==> config.mk <==
export PLATFORM = sky130hd
export DESIGN_NAME = uart_core
export DESIGN_NICKNAME = d
export VERILOG_FILES = /design/src/rtl/uart_pkg.sv /design/src/rtl/uart_fifo.sv /design/src/rtl/uart_core.sv
export SDC_FILE = /design/constraint.sdc
export NUM_CORES = 1
export LEC_CHECK = 0
export ABC_AREA = 0
export CORE_ASPECT_RATIO = 0.6
export CORE_MARGIN = 3
export CORE_UTILIZATION = 50
export CTS_BUF_LIST = sky130_fd_sc_hd__clkbuf_4 sky130_fd_sc_hd__clkbuf_8
export CTS_CLUSTER_SIZE = 16
export DETAILED_ROUTE_END_ITERATION = 10
export GPL_ROUTABILITY_DRIVEN = 0
export PLACE_DENSITY = 0.7
export SYNTH_ARGS = -nofsm -noshare
export SYNTH_HDL_FRONTEND = slang
export SYNTH_SLANG_ARGS = --single-unit
==> constraint.sdc <==
create_clock -name clk -period 4.2 [get_ports clk]
set_input_delay 0.84 -clock clk [delete_from_list [all_inputs] [get_ports clk]]
set_output_delay 0.84 -clock clk [all_outputs]
set_load 0.05 [all_outputs]
==> src/rtl/uart_pkg.sv <==
// Shared definitions for the UART transceiver: parity modes, FSM state
// encodings and the parity helper used by both TX and RX.
package uart_pkg;

    localparam int PARITY_NONE = 0;
    localparam int PARITY_EVEN = 1;
    localparam int PARITY_ODD  = 2;

    // Widest data word the parity helper has to cover.
    localparam int PAR_MAX_W = 9;

    typedef enum logic [2:0] {
        TX_IDLE   = 3'd0,
        TX_START  = 3'd1,
        TX_DATA   = 3'd2,
        TX_PARITY = 3'd3,
        TX_STOP   = 3'd4
    } tx_state_e;

    typedef enum logic [2:0] {
        RX_IDLE      = 3'd0,
        RX_START     = 3'd1,
        RX_DATA      = 3'd2,
        RX_PARITY    = 3'd3,
        RX_STOP      = 3'd4,
        RX_WAIT_IDLE = 3'd5
    } rx_state_e;

    // Parity bit that makes data+parity even (mode EVEN) or odd (mode ODD).
    // Narrower words are zero-extended by the caller, which leaves the XOR unchanged.
    function automatic logic parity_bit(input logic [PAR_MAX_W-1:0] data, input int mode);
        logic p;
        p = ^data;
        if (mode == PARITY_ODD) begin
            return ~p;
        end else begin
            return p;
        end
    endfunction

endpackage

==> src/rtl/uart_fifo.sv <==
// Synchronous first-word-fall-through FIFO. Pointers carry one extra wrap
// bit so full and empty can be told apart without a separate counter.
// A push into a full FIFO is accepted only if a pop happens in the same cycle.
module uart_fifo
    import uart_pkg::*;
#(
    parameter int WIDTH = 8,
    parameter int DEPTH = 4
) (
    input  logic             clk,
    input  logic             rst_n,
    input  logic             push,
    input  logic [WIDTH-1:0] push_data,
    input  logic             pop,
    output logic [WIDTH-1:0] pop_data,
    output logic             full,
    output logic             empty
);

    localparam int AW = $clog2(DEPTH);
    localparam int PW = AW + 1;
    localparam logic [PW-1:0] PTR_ONE = {{AW{1'b0}}, 1'b1};

    logic [PW-1:0]    wr_ptr_q, wr_ptr_d;
    logic [PW-1:0]    rd_ptr_q, rd_ptr_d;
    logic [WIDTH-1:0] mem_q [DEPTH];
    logic [WIDTH-1:0] mem_d [DEPTH];
    logic             do_push_s;
    logic             do_pop_s;

    assign empty    = (wr_ptr_q == rd_ptr_q);
    assign full     = (wr_ptr_q[AW] != rd_ptr_q[AW]) &&
                      (wr_ptr_q[AW-1:0] == rd_ptr_q[AW-1:0]);
    assign pop_data = mem_q[rd_ptr_q[AW-1:0]];

    // Next pointer and storage values from the push/pop requests.
    always_comb begin
        do_pop_s  = pop && !empty;
        do_push_s = push && (!full || do_pop_s);
        rd_ptr_d  = rd_ptr_q;
        wr_ptr_d  = wr_ptr_q;
        mem_d     = mem_q;
        if (do_pop_s) begin
            rd_ptr_d = rd_ptr_q + PTR_ONE;
        end else begin
            rd_ptr_d = rd_ptr_q;
        end
        if (do_push_s) begin
            wr_ptr_d                   = wr_ptr_q + PTR_ONE;
            mem_d[wr_ptr_q[AW-1:0]]    = push_data;
        end else begin
            wr_ptr_d = wr_ptr_q;
        end
    end

    // Pointer and storage registers; storage is cleared so the head reads zero after reset.
    always_ff @(posedge clk or negedge rst_n) begin
        if (!rst_n) begin
            wr_ptr_q <= {PW{1'b0}};
            rd_ptr_q <= {PW{1'b0}};
            for (int i = 0; i < DEPTH; i++) begin
                mem_q[i] <= {WIDTH{1'b0}};
            end
        end else begin
            wr_ptr_q <= wr_ptr_d;
            rd_ptr_q <= rd_ptr_d;
            mem_q    <= mem_d;
        end
    end

endmodule

==> src/rtl/uart_core.sv <==
// UART transceiver: byte-wide valid/ready host side with a FIFO in each
// direction, serial txd/rxd line side, and one-cycle error pulses for
// framing, parity and overrun conditions.
module uart_core
    import uart_pkg::*;
#(
    parameter int DATA_W     = 8,
    parameter int CLK_DIV    = 16,
    parameter int FIFO_DEPTH = 4,
    parameter int PARITY     = 0,
    parameter int STOP_BITS  = 1
) (
    input  logic              clk,
    input  logic              rst_n,
    input  logic [DATA_W-1:0] send_data,
    input  logic              send_valid,
    output logic              send_ready,
    output logic [DATA_W-1:0] recv_data,
    output logic              recv_valid,
    input  logic              recv_ready,
    input  logic              rxd,
    output logic              txd,
    output logic              frame_err,
    output logic              parity_err,
    output logic              overrun
);

    localparam int CNT_W = $clog2(CLK_DIV);
    localparam int BIT_W = $clog2(DATA_W + 1);

    localparam logic [CNT_W-1:0] CNT_ZERO = {CNT_W{1'b0}};
    localparam logic [CNT_W-1:0] CNT_ONE  = {{(CNT_W-1){1'b0}}, 1'b1};
    localparam logic [CNT_W-1:0] CNT_LAST = CNT_W'(CLK_DIV - 1);
    localparam logic [CNT_W-1:0] CNT_HALF = CNT_W'(CLK_DIV / 2 - 1);
    localparam logic [BIT_W-1:0] BIT_ZERO = {BIT_W{1'b0}};
    localparam logic [BIT_W-1:0] BIT_ONE  = {{(BIT_W-1){1'b0}}, 1'b1};
    localparam logic [BIT_W-1:0] BIT_LAST = BIT_W'(DATA_W - 1);
    localparam logic             STOP_LAST = (STOP_BITS == 2) ? 1'b1 : 1'b0;
    localparam logic             PAR_EN    = (PARITY != PARITY_NONE) ? 1'b1 : 1'b0;

    // ------------------------------------------------------------------
    // FIFOs
    // ------------------------------------------------------------------
    logic [DATA_W-1:0] tx_head_s;
    logic              tx_full_s, tx_empty_s, tx_pop_s, tx_push_s;
    logic              rx_full_s, rx_empty_s;

    // Gate the push with ready so a same-cycle pop of a full FIFO never
    // takes a word the host believes was refused.
    assign tx_push_s  = send_valid && !tx_full_s;
    assign send_ready = !tx_full_s;
    assign recv_valid = !rx_empty_s;

    uart_fifo #(.WIDTH(DATA_W), .DEPTH(FIFO_DEPTH)) u_tx_fifo (
        .clk       (clk),
        .rst_n     (rst_n),
        .push      (tx_push_s),
        .push_data (send_data),
        .pop       (tx_pop_s),
        .pop_data  (tx_head_s),
        .full      (tx_full_s),
        .empty     (tx_empty_s)
    );

    // ------------------------------------------------------------------
    // Transmitter
    // ------------------------------------------------------------------
    tx_state_e         tx_state_q, tx_state_d;
    logic [CNT_W-1:0]  tx_cnt_q, tx_cnt_d;
    logic [BIT_W-1:0]  tx_bit_q, tx_bit_d;
    logic [DATA_W-1:0] tx_shreg_q, tx_shreg_d;
    logic              tx_par_q, tx_par_d;
    logic              tx_stop_q, tx_stop_d;
    logic              txd_q, txd_d;
    logic [PAR_MAX_W-1:0] tx_head_ext_s;

    assign txd = txd_q;

    // TX next state: txd_d is the line level for the bit entered at the next edge.
    always_comb begin
        tx_state_d    = tx_state_q;
        tx_cnt_d      = tx_cnt_q;
        tx_bit_d      = tx_bit_q;
        tx_shreg_d    = tx_shreg_q;
        tx_par_d      = tx_par_q;
        tx_stop_d     = tx_stop_q;
        txd_d         = txd_q;
        tx_pop_s      = 1'b0;
        tx_head_ext_s = {PAR_MAX_W{1'b0}};
        tx_head_ext_s[DATA_W-1:0] = tx_head_s;

        case (tx_state_q)
            TX_IDLE: begin
                if (!tx_empty_s) begin
                    tx_pop_s   = 1'b1;
                    tx_shreg_d = tx_head_s;
                    tx_par_d   = parity_bit(tx_head_ext_s, PARITY);
                    tx_cnt_d   = CNT_ZERO;
                    tx_state_d = TX_START;
                    txd_d      = 1'b0;
                end else begin
                    txd_d = 1'b1;
                end
            end
            TX_START: begin
                if (tx_cnt_q == CNT_LAST) begin
                    tx_cnt_d   = CNT_ZERO;
                    tx_bit_d   = BIT_ZERO;
                    tx_state_d = TX_DATA;
                    txd_d      = tx_shreg_q[0];
                end else begin
                    tx_cnt_d = tx_cnt_q + CNT_ONE;
                end
            end
            TX_DATA: begin
                if (tx_cnt_q == CNT_LAST) begin
                    tx_cnt_d = CNT_ZERO;
                    if (tx_bit_q == BIT_LAST) begin
                        if (PAR_EN) begin
                            tx_state_d = TX_PARITY;
                            txd_d      = tx_par_q;
                        end else begin
                            tx_state_d = TX_STOP;
                            tx_stop_d  = 1'b0;
                            txd_d      = 1'b1;
                        end
                    end else begin
                        tx_bit_d   = tx_bit_q + BIT_ONE;
                        tx_shreg_d = {1'b0, tx_shreg_q[DATA_W-1:1]};
                        txd_d      = tx_shreg_q[1];
                    end
                end else begin
                    tx_cnt_d = tx_cnt_q + CNT_ONE;
                end
            end
            TX_PARITY: begin
                if (tx_cnt_q == CNT_LAST) begin
                    tx_cnt_d   = CNT_ZERO;
                    tx_stop_d  = 1'b0;
                    tx_state_d = TX_STOP;
                    txd_d      = 1'b1;
                end else begin
                    tx_cnt_d = tx_cnt_q + CNT_ONE;
                end
            end
            TX_STOP: begin
                if (tx_cnt_q == CNT_LAST) begin
                    tx_cnt_d = CNT_ZERO;
                    if (tx_stop_q == STOP_LAST) begin
                        // Chain straight into the next start bit when more data is queued.
                        if (!tx_empty_s) begin
                            tx_pop_s   = 1'b1;
                            tx_shreg_d = tx_head_s;
                            tx_par_d   = parity_bit(tx_head_ext_s, PARITY);
                            tx_state_d = TX_START;
                            txd_d      = 1'b0;
                        end else begin
                            tx_state_d = TX_IDLE;
                            txd_d      = 1'b1;
                        end
                    end else begin
                        tx_stop_d = 1'b1;
                    end
                end else begin
                    tx_cnt_d = tx_cnt_q + CNT_ONE;
                end
            end
            default: begin
                tx_state_d = TX_IDLE;
                txd_d      = 1'b1;
            end
        endcase
    end

    // TX state registers; reset drives the line idle high at once.
    always_ff @(posedge clk or negedge rst_n) begin
        if (!rst_n) begin
            tx_state_q <= TX_IDLE;
            tx_cnt_q   <= CNT_ZERO;
            tx_bit_q   <= BIT_ZERO;
            tx_shreg_q <= {DATA_W{1'b0}};
            tx_par_q   <= 1'b0;
            tx_stop_q  <= 1'b0;
            txd_q      <= 1'b1;
        end else begin
            tx_state_q <= tx_state_d;
            tx_cnt_q   <= tx_cnt_d;
            tx_bit_q   <= tx_bit_d;
            tx_shreg_q <= tx_shreg_d;
            tx_par_q   <= tx_par_d;
            tx_stop_q  <= tx_stop_d;
            txd_q      <= txd_d;
        end
    end

    // ------------------------------------------------------------------
    // Receiver
    // ------------------------------------------------------------------
    rx_state_e         rx_state_q, rx_state_d;
    logic [CNT_W-1:0]  rx_cnt_q, rx_cnt_d;
    logic [BIT_W-1:0]  rx_bit_q, rx_bit_d;
    logic [DATA_W-1:0] rx_shreg_q, rx_shreg_d;
    logic              rx_par_q, rx_par_d;
    logic              rx_push_q, rx_push_d;
    logic              rxd_s1_q, rxd_s2_q, rxd_prev_q;
    logic              frame_err_q, frame_err_d;
    logic              parity_err_q, parity_err_d;
    logic              overrun_q, overrun_d;
    logic [PAR_MAX_W-1:0] rx_word_ext_s;

    assign frame_err  = frame_err_q;
    assign parity_err = parity_err_q;
    assign overrun    = overrun_q;

    uart_fifo #(.WIDTH(DATA_W), .DEPTH(FIFO_DEPTH)) u_rx_fifo (
        .clk       (clk),
        .rst_n     (rst_n),
        .push      (rx_push_q),
        .push_data (rx_shreg_q),
        .pop       (recv_ready),
        .pop_data  (recv_data),
        .full      (rx_full_s),
        .empty     (rx_empty_s)
    );

    // Two-flop synchronizer plus a delayed copy for start-edge detection.
    always_ff @(posedge clk or negedge rst_n) begin
        if (!rst_n) begin
            rxd_s1_q   <= 1'b1;
            rxd_s2_q   <= 1'b1;
            rxd_prev_q <= 1'b1;
        end else begin
            rxd_s1_q   <= rxd;
            rxd_s2_q   <= rxd_s1_q;
            rxd_prev_q <= rxd_s2_q;
        end
    end

    // RX next state: half-bit to the start centre, then one sample per bit period.
    always_comb begin
        rx_state_d    = rx_state_q;
        rx_cnt_d      = rx_cnt_q;
        rx_bit_d      = rx_bit_q;
        rx_shreg_d    = rx_shreg_q;
        rx_par_d      = rx_par_q;
        rx_push_d     = 1'b0;
        frame_err_d   = 1'b0;
        parity_err_d  = 1'b0;
        overrun_d     = rx_push_q && rx_full_s && !recv_ready;
        rx_word_ext_s = {PAR_MAX_W{1'b0}};
        rx_word_ext_s[DATA_W-1:0] = rx_shreg_q;

        case (rx_state_q)
            RX_IDLE: begin
                if (rxd_prev_q && !rxd_s2_q) begin
                    rx_cnt_d   = CNT_ZERO;
                    rx_state_d = RX_START;
                end else begin
                    rx_state_d = RX_IDLE;
                end
            end
            RX_START: begin
                if (rx_cnt_q == CNT_HALF) begin
                    rx_cnt_d = CNT_ZERO;
                    // A line back high at mid-start is a glitch, not a frame.
                    if (rxd_s2_q) begin
                        rx_state_d = RX_IDLE;
                    end else begin
                        rx_bit_d   = BIT_ZERO;
                        rx_state_d = RX_DATA;
                    end
                end else begin
                    rx_cnt_d = rx_cnt_q + CNT_ONE;
                end
            end
            RX_DATA: begin
                if (rx_cnt_q == CNT_LAST) begin
                    rx_cnt_d   = CNT_ZERO;
                    rx_shreg_d = {rxd_s2_q, rx_shreg_q[DATA_W-1:1]};
                    if (rx_bit_q == BIT_LAST) begin
                        if (PAR_EN) begin
                            rx_state_d = RX_PARITY;
                        end else begin
                            rx_state_d = RX_STOP;
                        end
                    end else begin
                        rx_bit_d = rx_bit_q + BIT_ONE;
                    end
                end else begin
                    rx_cnt_d = rx_cnt_q + CNT_ONE;
                end
            end
            RX_PARITY: begin
                if (rx_cnt_q == CNT_LAST) begin
                    rx_cnt_d   = CNT_ZERO;
                    rx_par_d   = rxd_s2_q;
                    rx_state_d = RX_STOP;
                end else begin
                    rx_cnt_d = rx_cnt_q + CNT_ONE;
                end
            end
            RX_STOP: begin
                if (rx_cnt_q == CNT_LAST) begin
                    rx_cnt_d = CNT_ZERO;
                    // A bad stop bit takes priority over a parity mismatch.
                    if (!rxd_s2_q) begin
                        frame_err_d = 1'b1;
                        rx_state_d  = RX_WAIT_IDLE;
                    end else if (PAR_EN && (rx_par_q != parity_bit(rx_word_ext_s, PARITY))) begin
                        parity_err_d = 1'b1;
                        rx_state_d   = RX_IDLE;
                    end else begin
                        rx_push_d  = 1'b1;
                        rx_state_d = RX_IDLE;
                    end
                end else begin
                    rx_cnt_d = rx_cnt_q + CNT_ONE;
                end
            end
            RX_WAIT_IDLE: begin
                if (rxd_s2_q) begin
                    rx_state_d = RX_IDLE;
                end else begin
                    rx_state_d = RX_WAIT_IDLE;
                end
            end
            default: begin
                rx_state_d = RX_IDLE;
            end
        endcase
    end

    // RX state and error-pulse registers.
    always_ff @(posedge clk or negedge rst_n) begin
        if (!rst_n) begin
            rx_state_q   <= RX_IDLE;
            rx_cnt_q     <= CNT_ZERO;
            rx_bit_q     <= BIT_ZERO;
            rx_shreg_q   <= {DATA_W{1'b0}};
            rx_par_q     <= 1'b0;
            rx_push_q    <= 1'b0;
            frame_err_q  <= 1'b0;
            parity_err_q <= 1'b0;
            overrun_q    <= 1'b0;
        end else begin
            rx_state_q   <= rx_state_d;
            rx_cnt_q     <= rx_cnt_d;
            rx_bit_q     <= rx_bit_d;
            rx_shreg_q   <= rx_shreg_d;
            rx_par_q     <= rx_par_d;
            rx_push_q    <= rx_push_d;
            frame_err_q  <= frame_err_d;
            parity_err_q <= parity_err_d;
            overrun_q    <= overrun_d;
        end
    end

endmodule

---- Yosys cells after proc, flatten, opt, wreduce, memory -nomap -nowiden ----
Cells that the tools add are included.
word-level totals
  bits in registers ....................... 122
  latch bits .............................. 0
  bits in writable memories ............... 0
  memory bits (read-only) ................. 0
  bits of input ports ..................... 13
  output and inout port bits .............. 14
  logic and storage cells ................. 198
  memories ................................ 0
operators by class
  $add $sub $neg .......................... 8
  $mul .................................... 0
  div/mod/pow operators ................... 0
  magnitude comparators ................... 6
  eq/ne operators ......................... 36
  shift-type cells ........................ 0
  muxes and demuxes ....................... 76
  bitwise gates (word level) .............. 4
  reductions and logical operators ........ 40
operator list
  operator               number
  $mux W8                11
  $bwmux W32             2
  $mux W4                12
  $mux W3                13
  $bmux W8 S2            2
  $demux W8 S2           2
  $ne A2 B2 Y1 const B   16
  $reduce_and A5 Y1      5
  $pmux W4 S2            3
  $pmux W8 S3            1
  $mux W1                23
  $pmux W3 S6            1
  $add A4 B1 Y4 const B  4
  $pmux W3 S5            1
  $add A3 B1 Y3 const B  4
  $eq A3 B2 Y1 const B   4
  $eq A4 B3 Y1 const B   3
  $ge A3 B3 Y1 const B   4
  $logic_and A1 B1 Y1    12
  $not A2 Y3             4
  $pmux W4 S3            1
  $eq A3 B3 Y1 const B   3
  $reduce_bool A3 Y1     3
  $eq A4 B4 Y1 const B   2
  18 further kinds       34

---- Logic depth before layout (Yosys ltp) ----
  depth in word-level cells ............... 8
  mapped depth ............................ 8
  depth with buffers taken out ............ 6

---- Hierarchy ----
From an unflattened synthesis, not the netlist that was laid out.
unflattened totals
  cells, all modules ...................... 490
  area, all modules ....................... 6322.3 µm²
modules (own cells, without submodules)
  module                  times used  cells each  area an instance (µm²)  sequential area each (µm²)
  uart_core               1           228         2409.8                  1131.1
  uart_fifo at u_rx_fifo  1           139         2000.7                  950.9
  uart_fifo at u_tx_fifo  1           123         1911.8                  950.9

---- Worst setup path before layout ----
Ideal clock, no wire load.
  path kind ............................... flip-flop to output port
  start point ............................. register u_rx_fifo.rd_ptr_q[0]
  end point ............................... output recv_data[0]
  arrival time ............................ 1.312 ns
  required time ........................... 3.360 ns
  slack ................................... 2.048 ns
  cell stages (with the launch flop) ...... 3
  buffers on the path ..................... 1
  path through ............................ dfrtp_1 buf_6 mux4_1
on the way
  word-level cells in the longest chain between the ends .. 4
ends and longest elaborated chain
  element                                     RTL line         RTL
  start: declaration                          uart_fifo.sv:25  logic [PW-1:0] rd_ptr_q, rd_ptr_d;
  start signal: assignment                    uart_fifo.sv:60  rd_ptr_q <= {PW{1'b0}};
  start signal: assignment                    uart_fifo.sv:66  rd_ptr_q <= rd_ptr_d;
  $not A2 Y3 (not written as such)            uart_fifo.sv:34  assign pop_data = mem_q[rd_ptr_q[AW-1:0]];
  $bmux W8 S2                                 uart_fifo.sv:34
  $mux W8 (not written as such) (2 in a row)  uart_fifo.sv:34
  end: declaration                            uart_core.sv:18  output logic [DATA_W-1:0] recv_data,
No other way between the ends. The select of a mux whose other input is x is not followed.

---- Final worst setup path ----
  start point ............................. register u_rx_fifo.rd_ptr_q[0]
  end point ............................... output recv_data[6]
The elaborated chain is that of the path after synthesis.

==> flow_metrics.py <==
metrics = {
    "outcome": {
        "outcome": "finished clean",
    },
    "sta": {
        "min_period_ns": 3.355,
        "maxSlewHeadroom_pct": 37.86,
        "fmax_mhz": 298.0,
        "setup_tns_ns": 0,
        "period_share_pct": 79.89,
        "hold_viol": 0,
        "rsz0062_at_grt": "false",
        "slew_violations": 0,
        "skew_ns": 0.01510,
        "worst_pin_slew_ns": 0.9279,
        "setup_viol": 0,
    },
    "floorplan": {
        "die_h_um": 91.63,
        "core-area_mm2": 0.01160,
        "start_util_pct": 52.68,
        "die_x_um": 148.7,
        "boundaryPins": 27,
        "fp-row-count": 30,
        "die-area_mm2": 0.01363,
    },
    "routing": {
        "drc": 0,
        "first_iter_violations": 287,
        "routed_wirelength_um": 11210,
        "ant_nets": 0,
        "vias_per_cell": 5.502,
        "first_pass_iters": 5,
        "drt-wirelength-per-cell_um": 17.52,
        "vias": 3521,
    },
    "setup_path": {
        "path_max_fanout": 11,
        "cp_slowest_cell": "dfrtp_1",
        "arrival_ns": 2.52,
        "critPathTopFamily": "flip-flops",
        "worstReg2RegEnd": "u_rx_fifo.mem_q[4]",
        "reg2reg_depth": 5,
        "cp-end-kind": "output port",
        "cp_num_buf_inv": 1,
        "worstPathCellList": "mux4_1 -> clkdlybuf4s50_1",
        "worst_ep_required_time_ns": 3.36,
        "reg2reg_from": "u_rx_fifo.rd_ptr_q[0]",
        "startpoint_type": "flop",
        "crit_type": "reg -> out",
        "rrSetupSlack_ns": 1.67,
        "slowest_delay_ns": 0.75,
    },
    "clocking": {
        "cts_buffers": 17,
        "clk_pin_slew_ns": 0.08,
        "cts_tree": "done",
        "clk_latency_ns": 0.42,
        "ctsResizeCount": 0,
        "clockBufferDepth": 2,
        "ctsRootBufferMaster": "clkbuf_8",
        "cts_setup_buffers": 0,
        "cts.sinks": 121,
        "htree_levels": 4,
        "holdBufCountCts": 0,
    },
    "global_routing": {
        "use_met2_pct": 24.14,
        "grt_pass1_vias": 3565,
        "antenna_found_initial": 0,
        "grt_use_met3_pct": 4.988,
        "gr-total-overflow": 0,
        "top_usage_layer": "met1",
        "grt_use_met1_pct": 27.91,
        "grt_pass1_wl_um": 18980,
        "grt_max_degree": 75,
        "grt_util_all_layers_pct": 17.83,
    },
    "placement": {
        "portBuffers": 25,
        "dp_hpwl_um": 7751,
    },
    "power_and_ir_drop": {
        "pwr-share-comb_pct": 26.4,
        "p_per_area_mw_per_mm2": 520.3,
        "ir_worst_vdd_v": 0.0002367,
        "p_switching_mw": 1.062,
        "intPower_mw": 2.500,
        "pwr-share-clk_pct": 29.0,
        "seqPwrFrac_pct": 44.6,
        "total_power_mw": 3.563,
        "p_leak_nw": 3.259,
        "p_sw_share_pct": 29.82,
    },
    "yosys": {
        "syn_avg_cell_area_um2": 13.89,
        "synth_edf_count": 0,
        "syn_inst": 440,
        "synth_fa_ha_area_share_pct": 2.867,
        "synth.yosys.seq_area_share_pct": 49.64,
        "syn_area_mm2": 0.006110,
        "synth_mux_area_share_pct": 24.86,
        "synth_top_family_by_area": "multiplexers",
        "synth.net_count": 467,
        "ys_ff_latch": 121,
        "synthXorXnorAreaFrac_pct": 2.806,
        "async_reset_ff_share_pct": 100.0,
        "synth_warnings": 0,
        "synth_compound_area_share_pct": 7.352,
        "ys_types": 57,
        "synth-simple-area-share_pct": 9.851,
        "synthFlopType": "dfrtp_1",
    },
    "job": {
        "maxCapViolations": 0,
    },
    "final_layout": {
        "diodes": 0,
        "fillers": 903,
        "drive_above_1_share_pct": 30.00,
        "syn2layout_area_growth_pct": 12.08,
        "final_nets": 495,
    },
    "min_path": {
        "hold_start": "rxd_s1_q",
        "hold_depth": 0,
        "hold_class": "reg -> reg",
        "holdPathEnd": "rxd_s2_q",
    },
}
[layer usage]
| layer | vias to the layer above | part of all wire (%) |
|---|---|---|
| met5 | - | 0 |
| li1 | 1649 | - |
| met3 | 2 | 4.5 |
| met2 | 93 | 42 |
| met4 | 0 | 0.27 |
| met1 | 1777 | 53 |
[synthesized netlist by cell type, drive strengths merged, types with 2 or more instances]
master,n,area [um2]
a211oi,2,15.01
a21o,3,22.52
a21oi,13,65.06
a221oi,2,17.52
a22o,3,26.28
a31oi,4,40.04
and2,2,15.02
and3,4,25.02
buf,13,111.4
clkbuf,4,15.01
dfrtp,117,2928
dfstp,4,105.1
ha,14,175.2
inv,8,30.03
mux2,74,1077
mux2i,7,70.07
mux4,16,371.6
nand2,36,265.3
nand2b,3,18.77
nand3,10,50.05
nand3b,4,33.78
nor2,18,70.07
nor2b,3,21.27
nor3,9,56.31
o21ai,34,170.2
xnor2,16,162.7
[worst reg2reg max path, cell delays in order (launching register included)]
cell and delay (ns):
dfrtp_1 0.75, xnor2_1 0.17, and4b_1 0.23, nor2b_2 0.74, nand2_8 0.18, mux2_4 0.35
[placed cells by master, fill, tap and decap left out, types with 3 or more instances in the layout]
cell type | synthesis | routed
a22o_1 | 3 | 3
inv_1 | 8 | 8
mux2_2 | 9 | 9
a31oi_1 | 3 | 3
nand3b_1 | 3 | 3
a21oi_1 | 13 | 13
o21ai_0 | 33 | 33
mux2_4 | 65 | 65
nor3_1 | 8 | 8
and3_1 | 4 | 4
nand2_8 | 8 | 8
nor2_1 | 17 | 17
mux2i_1 | 7 | 7
nand2b_1 | 3 | 3
clkinv_4 | 0 | 3
nand2_1 | 28 | 28
mux4_1 | 3 | 3
xnor2_2 | 3 | 3
xnor2_1 | 13 | 13
dfstp_2 | 4 | 4
dfrtp_1 | 117 | 117
a21o_1 | 3 | 3
clkbuf_8 | 0 | 19
clkdlybuf4s50_1 | 0 | 24
mux4_2 | 13 | 13
ha_1 | 14 | 14
nand3_1 | 10 | 10
[kinds of logic (layout without fill, tap and decap cells)]
kind of cell | Yosys count | count (layout)
compound gates | 70 | 70
xor+xnor | 17 | 17
fa+ha+maj | 14 | 14
buf+inv | 25 | 65
flops | 121 | 121
mux | 97 | 97
other cells | 1 | 1
simple gates | 95 | 95
[final cells by class]
type                            count  area [um2]  share of cell area (%)
Tap cell                          160       200.2                   2.923
Inverter                            8       30.03                  0.4385
Sequential cell                   121        3033                   44.29
Multi-Input combinational cell    294        2920                   42.65
Clock buffer                       21       276.5                   4.038
Timing Repair Buffer               26       267.8                   3.910
Clock inverter                     10       120.1                   1.754
[registers in the layout, indices dropped and copies added, names as in the netlist]
signal and flops:
frame_err 1, overrun 1, rx_bit_q 4, rx_cnt_q 4
rx_push_q 1, rx_shreg_q 8, rx_state_q 3, rxd_prev_q 1
rxd_s1_q 1, rxd_s2_q 1, tx_bit_q 4, tx_cnt_q 4
tx_shreg_q 8, tx_state_q 3, txd 1, u_rx_fifo.mem_q 32
u_rx_fifo.rd_ptr_q 3, u_rx_fifo.wr_ptr_q 3, u_tx_fifo.mem_q 32, u_tx_fifo.rd_ptr_q 3
u_tx_fifo.wr_ptr_q 3
[stage by stage]
stage / util [%] / hold slack (ns) / worst slack, ns / instances / instance area (um2)
floorplan: - / 0.3452 / 2.048 / 440 / 6110
global placement: 55.62 / 0.3459 / 1.273 / 609 / 6451
detailed placement: 55.62 / 0.3473 / 1.240 / 609 / 6451
CTS: 59.04 / 0.3582 / 0.7811 / 640 / 6848
global route: 59.04 / 0.3606 / 0.6974 / 640 / 6848
finish: 59.04 / 0.3573 / 0.8446 / 640 / 6848
[worst max path at each step]
stage                                startpoint             endpoint  slack, ns  cells after the start
after floorplan           u_rx_fifo.rd_ptr_q[0]         recv_data[0]       2.05                      2
after global placement    u_rx_fifo.rd_ptr_q[0]         recv_data[5]       1.27                      2
after detailed placement             recv_ready  u_rx_fifo.mem_q[24]       1.24                      5
after CTS                 u_rx_fifo.rd_ptr_q[0]         recv_data[6]       0.78                      2
after global routing      u_rx_fifo.rd_ptr_q[0]         recv_data[6]       0.70                      2
final                     u_rx_fifo.rd_ptr_q[0]         recv_data[6]       0.84                      2
[power by group through the flow]
stage / Sequential, mW / Combinational (mW) / Clock [mW]
5_1_grt: 1.62 / 1.02 / 1.12
3_5_place_dp: 1.60 / 0.945 / 0
6_report: 1.59 / 0.940 / 1.03
3_3_place_gp: 1.59 / 0.913 / 0
4_1_cts: 1.59 / 0.949 / 1.06
2_1_floorplan: 1.51 / 0.839 / 0
Note: power is estimated with default switching activity, not from simulation.
